==> src/rtl/uart_pkg.sv <==
// Shared UART datapath definitions: detector state encoding and report-filter modes.
package uart_pkg;

    typedef enum logic [1:0] {
        ST_INIT  = 2'd0,
        ST_TRACK = 2'd1,
        ST_QUAL  = 2'd2
    } det_state_t;

    localparam logic [1:0] MODE_ANY = 2'b00;
    localparam logic [1:0] MODE_INC = 2'b01;
    localparam logic [1:0] MODE_DEC = 2'b10;
    localparam logic [1:0] MODE_OFF = 2'b11;

    // gt/lt are the unsigned candidate-vs-reference comparisons.
    function automatic logic mode_match(input logic [1:0] mode, input logic gt, input logic lt);
        case (mode)
            MODE_ANY: return 1'b1;
            MODE_INC: return gt;
            MODE_DEC: return lt;
            default:  return 1'b0;
        endcase
    endfunction

endpackage

==> src/rtl/data_change_det_stable_cnt.sv <==
// Saturating qualification counter; done flags that the next increment reaches STABLE_CYC.
module stable_cnt #(
    parameter int STABLE_CYC = 4,
    parameter int CNT_W      = $clog2(STABLE_CYC + 1)
) (
    input  logic clk,
    input  logic rst,
    input  logic clr,
    input  logic load,
    input  logic inc,
    output logic done
);

    localparam logic [CNT_W-1:0] SAT = CNT_W'(STABLE_CYC);

    logic [CNT_W-1:0] cnt;

    assign done = ({1'b0, cnt} + 1'b1) >= {1'b0, SAT};

    always_ff @(posedge clk or posedge rst) begin
        if (rst)
            cnt <= '0;
        else if (clr)
            cnt <= '0;
        else if (load)
            cnt <= CNT_W'(1);
        else if (inc && cnt != SAT)
            cnt <= cnt + 1'b1;
    end

endmodule

==> src/rtl/data_change_det.sv <==
// Debounced change detector: a new word must hold STABLE_CYC samples before it
// replaces the reference; accepted changes are reported through a mode filter.
module data_change_det
    import uart_pkg::*;
#(
    parameter int DATA_W     = 7,
    parameter int STABLE_CYC = 4,
    parameter int CNT_W      = $clog2(STABLE_CYC + 1)
) (
    input  logic              clk,
    input  logic              rst,
    input  logic              en,
    input  logic [DATA_W-1:0] data_i,
    input  logic [1:0]        mode_i,
    input  logic              clr_i,
    output logic              flag,
    output logic              sticky_o,
    output logic [DATA_W-1:0] prev_o,
    output logic [DATA_W-1:0] curr_o
);

    det_state_t        state;
    logic [DATA_W-1:0] ref_val;
    logic [DATA_W-1:0] cand;
    logic [DATA_W-1:0] acc_val;
    logic              cnt_clr, cnt_load, cnt_inc, cnt_done;
    logic              accept, report;

    stable_cnt #(
        .STABLE_CYC(STABLE_CYC),
        .CNT_W     (CNT_W)
    ) u_cnt (
        .clk (clk),
        .rst (rst),
        .clr (cnt_clr),
        .load(cnt_load),
        .inc (cnt_inc),
        .done(cnt_done)
    );

    // With STABLE_CYC=1 the first differing sample is accepted straight from TRACK.
    assign acc_val = (state == ST_TRACK) ? data_i : cand;
    assign report  = mode_match(mode_i, acc_val > ref_val, acc_val < ref_val);

    always_comb begin
        cnt_clr  = 1'b0;
        cnt_load = 1'b0;
        cnt_inc  = 1'b0;
        accept   = 1'b0;
        if (!en) begin
            cnt_clr = 1'b1;
        end else begin
            case (state)
                ST_TRACK: begin
                    if (data_i != ref_val) begin
                        if (STABLE_CYC == 1) accept   = 1'b1;
                        else                 cnt_load = 1'b1;
                    end
                end
                ST_QUAL: begin
                    if (data_i == cand) begin
                        if (cnt_done) begin
                            accept  = 1'b1;
                            cnt_clr = 1'b1;
                        end else begin
                            cnt_inc = 1'b1;
                        end
                    end else if (data_i == ref_val) begin
                        cnt_clr = 1'b1;
                    end else begin
                        cnt_load = 1'b1;
                    end
                end
                default: cnt_clr = 1'b1;
            endcase
        end
    end

    always_ff @(posedge clk or posedge rst) begin
        if (rst) begin
            state    <= ST_INIT;
            ref_val  <= '0;
            cand     <= '0;
            flag     <= 1'b0;
            sticky_o <= 1'b0;
            prev_o   <= '0;
            curr_o   <= '0;
        end else begin
            flag <= 1'b0;
            if (clr_i) sticky_o <= 1'b0;
            if (!en) begin
                state <= ST_INIT;
            end else begin
                case (state)
                    ST_INIT: begin
                        ref_val <= data_i;
                        curr_o  <= data_i;
                        state   <= ST_TRACK;
                    end
                    ST_TRACK: begin
                        if (data_i != ref_val) begin
                            cand  <= data_i;
                            state <= ST_QUAL;
                        end
                    end
                    ST_QUAL: begin
                        if (data_i == ref_val) state <= ST_TRACK;
                        else if (data_i != cand) cand <= data_i;
                    end
                    default: state <= ST_INIT;
                endcase
                if (accept) begin
                    prev_o  <= ref_val;
                    ref_val <= acc_val;
                    curr_o  <= acc_val;
                    state   <= ST_TRACK;
                    flag    <= report;
                    // Set beats a same-cycle clear.
                    if (report) sticky_o <= 1'b1;
                end
            end
        end
    end

endmodule

==> config.mk <==
export PLATFORM = sky130hd
export DESIGN_NAME = data_change_det
export DESIGN_NICKNAME = d
export VERILOG_FILES = /design/src/rtl/uart_pkg.sv /design/src/rtl/data_change_det_stable_cnt.sv /design/src/rtl/data_change_det.sv
export SDC_FILE = /design/constraint.sdc
export NUM_CORES = 1
export LEC_CHECK = 0
export CORE_UTILIZATION = 55
export CTS_BUF_LIST = sky130_fd_sc_hd__clkbuf_16
export CTS_CLUSTER_DIAMETER = 30
export CTS_CLUSTER_SIZE = 8
export DETAILED_ROUTE_END_ITERATION = 8
export DONT_BUFFER_PORTS = 1
export HOLD_SLACK_MARGIN = 0.08
export PLACE_DENSITY = 0.75
export SETUP_SLACK_MARGIN = 0.4
export SYNTH_ARGS = -nofsm -noshare
export SYNTH_HDL_FRONTEND = slang
export SYNTH_SLANG_ARGS = --single-unit
==> constraint.sdc <==
create_clock -name clk -period 5.5 [get_ports clk]
set_input_delay 1.1 -clock clk [delete_from_list [all_inputs] [get_ports clk]]
set_output_delay 1.1 -clock clk [all_outputs]
set_load 0.05 [all_outputs]
# --- After elaboration in Yosys (flattened, before gate mapping) ---
# Index checks and enable logic that the tools add are counted.
classes:
  n_addsub: 2
  order_cmp: 3
  eq_ne: 14
  muxes: 39
  n_reduce_logical: 10
op_table:
  columns: ["operator", "count"]
  rows:
  - ["$mux W7", 6]
  - ["$mux W1", 21]
  - ["$eq A7 B7 Y1", 2]
  - ["$ne A7 B7 Y1", 2]
  - ["$pmux W7 S2", 1]
  - ["$mux W3", 3]
  - ["$mux W2", 4]
  - ["$gt A7 B7 Y1", 1]
  - ["$lt A7 B7 Y1", 1]
  - ["$pmux W2 S3", 1]
  - ["$reduce_and A2 Y1", 3]
  - ["$reduce_and A5 Y1", 1]
  - ["$add A3 B1 Y4 const B", 1]
  - ["$eq A2 B1 Y1 const B", 2]
  - ["$eq A2 B2 Y1 const B", 2]
  - ["$ge A4 B3 Y1 const B", 1]
  - ["$logic_not A2 Y1", 2]
  - ["$ne A2 B2 Y1 const B", 2]
  - ["$ne A4 B3 Y1 const B", 1]
  - ["$ne A4 B4 Y1 const B", 1]
  - ["$pmux W1 S2", 2]
  - ["$reduce_bool A2 Y1", 2]
  - ["$add A3 B1 Y3 const B", 1]
  - ["$ne A3 B3 Y1 const B", 1]
  - ["other kinds (4)", 4]
totals:
  reg_bits: 28
  inputBits: 13
  out_inout_bits: 16
  wordCells: 75

# --- Depth between registers and ports, before layout ---
logic_depth:
  depth_word: 10
  mapped_depth: 11
  depth_no_buf: 10

# --- Modules after synthesis ---
# A second synthesis with hierarchy kept.
hier_totals:
  hier_cells: 163
  area_unflattened_um2: 1850.5
modules_own_cells:
  columns: ["module", "instances", "cells_each", "area_each_um2", "seq_area_each_um2"]
  rows:
  - ["data_change_det", 1, 141, 1646.6, 625.6]
  - ["stable_cnt", 1, 22, 203.9, 75.1]

# --- Worst setup path after synthesis ---
# No wires, ideal clock.
synth_path:
  path_kind: "input-to-reg"
  start: "in data_i[1]"
  end: "reg sticky_o"
  setup_ps: 65
  t_arrival_ps: 2669
  required_time_ps: 5435
  slack_ps: 2766
  stages: 8
  n_path_buf: 0
  cell_sequence: "mux2_2 ha_1 nor2b_1 o21ai_0 a21oi_1 or2_2 a221oi_1 a21o_1"
synth_via:
  elab_chain_len: 6
  elab_cells_between_ends: 11
  classes_between: "2 x order compare; 1 x eq/ne; 8 x mux"
synth_lines:
  columns: ["item", "line", "source"]
  rows:
  - ["start, declared", "data_change_det.sv:13", "input logic [DATA_W-1:0] data_i,"]
  - ["$mux W7 / $eq A7 B7 Y1 (equally long branches)", "data_change_det.sv:42, data_change_det.sv:61", null]
  - ["$lt A7 B7 Y1, or another cell as far along", "data_change_det.sv:43", "assign report = mode_match(mode_i, acc_val > ref_val, acc_val < ref_val);"]
  - ["$pmux W1 S3 / $mux W1 (equally long branches)", "uart_pkg.sv:17, data_change_det.sv:53", null]
  - ["$mux W1 (on tied branches)", "data_change_det.sv:119, data_change_det.sv:50", null]
  - ["$mux W1 *", "data_change_det.sv:112", "if (accept) begin"]
  - ["$mux W1 *", "data_change_det.sv:91", "if (!en) begin"]
  - ["end signal, assigned", "data_change_det.sv:85", "sticky_o <= 1'b0;"]
  - ["end signal, assigned", "data_change_det.sv:90", "if (clr_i) sticky_o <= 1'b0;"]
  - ["end signal, assigned", "data_change_det.sv:119", "if (report) sticky_o <= 1'b1;"]
  - ["end, declared", "data_change_det.sv:17", "output logic sticky_o,"]
# Every way passes the cells marked *; elsewhere a longest branch is shown, timed or not.
# A chain may end at the register's enable or synchronous reset.

# --- Worst setup path after layout ---
layout_path:
  start: "reg state[1]"
  end: "reg sticky_o"
layout_via:
  elab_chain_len: 7
  elab_cells_between_ends: 11
  classes_between: "2 x order compare; 2 x eq/ne; 7 x mux"
layout_lines:
  columns: ["item", "line", "source"]
  rows:
  - ["start, declared", "data_change_det.sv:22", "det_state_t state;"]
  - ["start signal, assigned", "data_change_det.sv:81", "state <= ST_INIT;"]
  - ["start signal, assigned", "data_change_det.sv:92", "state <= ST_INIT;"]
  - ["start signal, assigned", "data_change_det.sv:98", "state <= ST_TRACK;"]
  - ["$eq A2 B1 Y1", "data_change_det.sv:42", "assign acc_val = (state == ST_TRACK) ? data_i : cand;"]
  - ["$mux W7", "data_change_det.sv:42", null]
  - ["$lt A7 B7 Y1 / $gt A7 B7 Y1 (equally long branches)", "data_change_det.sv:43", null]
  - ["$pmux W1 S3", "uart_pkg.sv:17", "case (mode)"]
  - ["$mux W1", "data_change_det.sv:119", null]
  - ["$mux W1 *", "data_change_det.sv:112", null]
  - ["$mux W1 *", "data_change_det.sv:91", null]
# Marked as above.

==> metrics.md <==
| Metric | Value |
|---|---|
| Required time of the worst setup path | roughly 5.7 ns |
| Die W | 59.0 um |
| Slew @ Worst Pin | approximately 1.1 ns |
| Crit Path Class | reg -> reg |
| Min-Delay Path Class | reg -> reg |
| Routed vias | 1182 |
| Final setup vio count | 0 |
| Synthesized flop and latch total | 28 |
| Pint | ~0.63 mW |
| Period utilization | 0.530 |
| Crit-path max FO | 12 |
| Layout cells sized above 1 | 0.269 |
| Largest net degree at the start of global routing | 29 |
| Clock Latency Late Sink | approximately 0.26 ns |
| Die area | 3490 um2 |
| # DRC | 0 |
| Critical path's slowest cell | ha_1 |
| Cells after synthesis | 155 |
| Hold Buf Count CTS | 0 |
| Gpl congestion | 0.775 |
| P_sw | 0.449 mW |
| Initial antenna violation count | 0 |
| Commonest non-fill, non-tap cell in the layout | dfrtp_1 |
| Final Instance Area | 1930 um2 |
| Clock Power Share | 0.198 |
| Clock root cell | clkbuf_16 |
| P&R area growth vs syn | 8.11% |
| TritonRoute pass-1 iters | 4 |
| Syn. warnings | 0 |
| Status | finished, final reports clean |
| CTS tree | done |
| Vias in the first global route | 1197 |
| DIE HEIGHT | 59.0 um |
| Port bufs | 0 |
| Max cap viols | 0 |
| Critical Path End Type | register |
| Pwr dens | about 560 nW/um2 |
| Clock-pin slew on the worst setup and hold paths | approximately 0.070 ns |
| Routed WL | between 3000 and 4000 um |
| Diode count | 0 |
| First-pass GRT wire length | 5580 um |
| Bufs on Longest Clock Path | 2 |
| Leading area contributor after synthesis | dfrtp_1 |
| IR drop worst, VDD | ~0.30 mV |
| Setup TNS | 0 ns |
| Nets | 184 |
| Syn Std Cell Area | 1790 um2 |
| Clock skew | roughly 0.0017 ns |
| Vias per inst | just under 6 |
| Crit start category | register |
| Initial Util | 0.581 |
| Share of the synthesized area in the top cell type | 0.392 |
| Top area cells in the synthesized netlist | dfrtp_1 39%, mux2_2 17%, ha_1 9.8% |
| Placed Area | 1830 um2 |
| Combinational share of power | 0.404 |
| Core area | 3080 um2 |
| Most frequent cells in the layout | 28 x dfrtp_1, 27 x mux2_2, 15 x inv_1 |
| Row Count | 20 |
| Syn Nets | 182 |
| Number of clock sinks | 28 |
| RSZ-0062 raised after global routing | no |
| Unique masters post-synth | 40 |
| DP Wirelength | 2570 um |
| Sequential-to-total area share from yosys stat | 0.392 |
| CP Cell Sequence | inv_1, ha_1, mux2_2, ha_1, nor2b_1, o21ai_0, a21oi_1, or2_2, a221oi_1, a21o_1 |
| H-tree levels | 1 |
| DR iter-0 viols | 17 |
| Drt wl/cell | 16.7 um |
| Syn Area/Cell | between 10 and 15 um2 |
| Sw frac | 0.415 |
| CTS Buf Count | 3 |
| Slew Viols, Final | 0 |
| Post-CTS Setup Bufs | 0 |
| Grt total ovfl | 0 |
| Slew HR | 0.292 |
| Period minus WS final | 2.92 ns |
| Total global-route track usage | 0.221 |
| Final Hold Fails | 0 |
| Resize count post-CTS | 0 |
| Sequential power share | 0.398 |
| Critical Path AT | around 3.1 ns |
| Post-DRT Antenna Nets | 0 |
| I/O Pins | 29 |
| Leakage Power | 0.859 nW |
| Crit-path most repeated cell | ha_1 |
| Max stage delay on crit path | 0.50 ns |
| Max Fclk | 343 MHz |
==> state kept, by name, summed over array words and instances, names as in the netlist <==
signal     count
sticky_o       1
ref_val        7
cand           7
u_cnt.cnt      3
prev_o         7
flag           1
state          2
==> critical path: cells and delay by family, from the launching register on <==
kind                     cells  cell delay [ns]
AO/OA/AOI/OAI                4             0.72
flip-flops                   1             0.42
adder cells (fa/ha/maj)      2             0.78
AND/OR/NAND/NOR              2             0.42
buffers and inverters        1             0.13
multiplexers                 1             0.40
==> power groups by stage <==
stage	Clock [mW]	Combinational [mW]	Sequential [mW]
after global placement	0	0.419	0.433
after CTS	0.218	0.441	0.432
after floorplan	0	0.367	0.416
final	0.214	0.437	0.430
after detailed placement	0	0.439	0.436
after global routing	0.226	0.489	0.441
==> path summary, 6_finish.rpt <==
path / slack (ns) / cells after the start / start / to
min in group asynchronous: 0.99 / 1 / rst / ref_val[5]
min reg2reg: 0.55 / 1 / cand[2] / cand[2]
max in group asynchronous: 3.88 / 1 / rst / sticky_o
min: 0.55 / 1 / cand[2] / cand[2]
max reg2reg: 2.58 / 10 / state[1] / sticky_o
max: 2.58 / 10 / state[1] / sticky_o
==> synthesized netlist by cell type <==
cell type and count:
nor2_2 1, nor3b_1 1, o32ai_1 1, a21o_1 1, mux2i_1 2, nand3_1 4, ha_1 14, nor3_2 1
a41o_1 1, mux2_4 1, xnor2_1 12, nand3_2 1, a21oi_1 5, o211a_1 1, nand2_2 1, inv_1 15
nor3_1 1, and4_1 1, o21ai_0 3, buf_2 3, o311a_1 1, o22ai_1 1, o2111a_1 1, a221oi_1 1
nor4_4 2, nor2_1 3, nand4_2 1, nor2b_1 2, dfrtp_1 28, xor2_1 3, nand2_1 4, and3b_1 1
nand4_1 3, o211ai_1 1, nand3b_1 1, o21a_1 2, o21ai_4 1, or2_2 1, and3_4 1, mux2_2 27
==> cell type report <==
class	count	area, um2
Clock buffer	3	75.1
Clock inverter	1	30.0
Fill cell	251	1140
Inverter	15	56.3
Multi-Input combinational cell	109	1020
Sequential cell	28	701
Tap cell	44	55.1
==> logic make-up (layout without fill, tap and decap cells) <==
logic type / Yosys count / in the layout / synth area share
buf+inv: 18 / 19 / 0.0399
compound gates: 20 / 20 / 0.0846
simple gates: 30 / 30 / 0.123
mux: 30 / 30 / 0.190
xor+xnor: 15 / 15 / 0.0734
fa+ha+maj: 14 / 14 / 0.0979
flops: 28 / 28 / 0.392
==> stage by stage <==
step / std cells / worst slack (ns) / hold WS, ns / power, mW / utilization
2_1_floorplan: 155 / 2.77 / 0.520 / 0.783 / -
3_3_place_gp: 196 / 2.69 / 0.533 / 0.853 / 0.594
3_5_place_dp: 196 / 2.57 / 0.544 / 0.875 / 0.594
4_1_cts: 200 / 2.56 / 0.561 / 1.09 / 0.628
5_1_grt: 200 / 2.39 / 0.570 / 1.16 / 0.628
6_report: 200 / 2.58 / 0.553 / 1.08 / 0.628
==> metal layers <==
metal  GRT usage  share of wire  vias to the layer above
li1            -              -                      555
met1       0.277           0.42                      590
met2       0.377           0.52                       30
met3      0.0393          0.040                        7
met4      0.0918          0.020                        0
met5           0              0                        -
(Power assumes the default switching activity.)
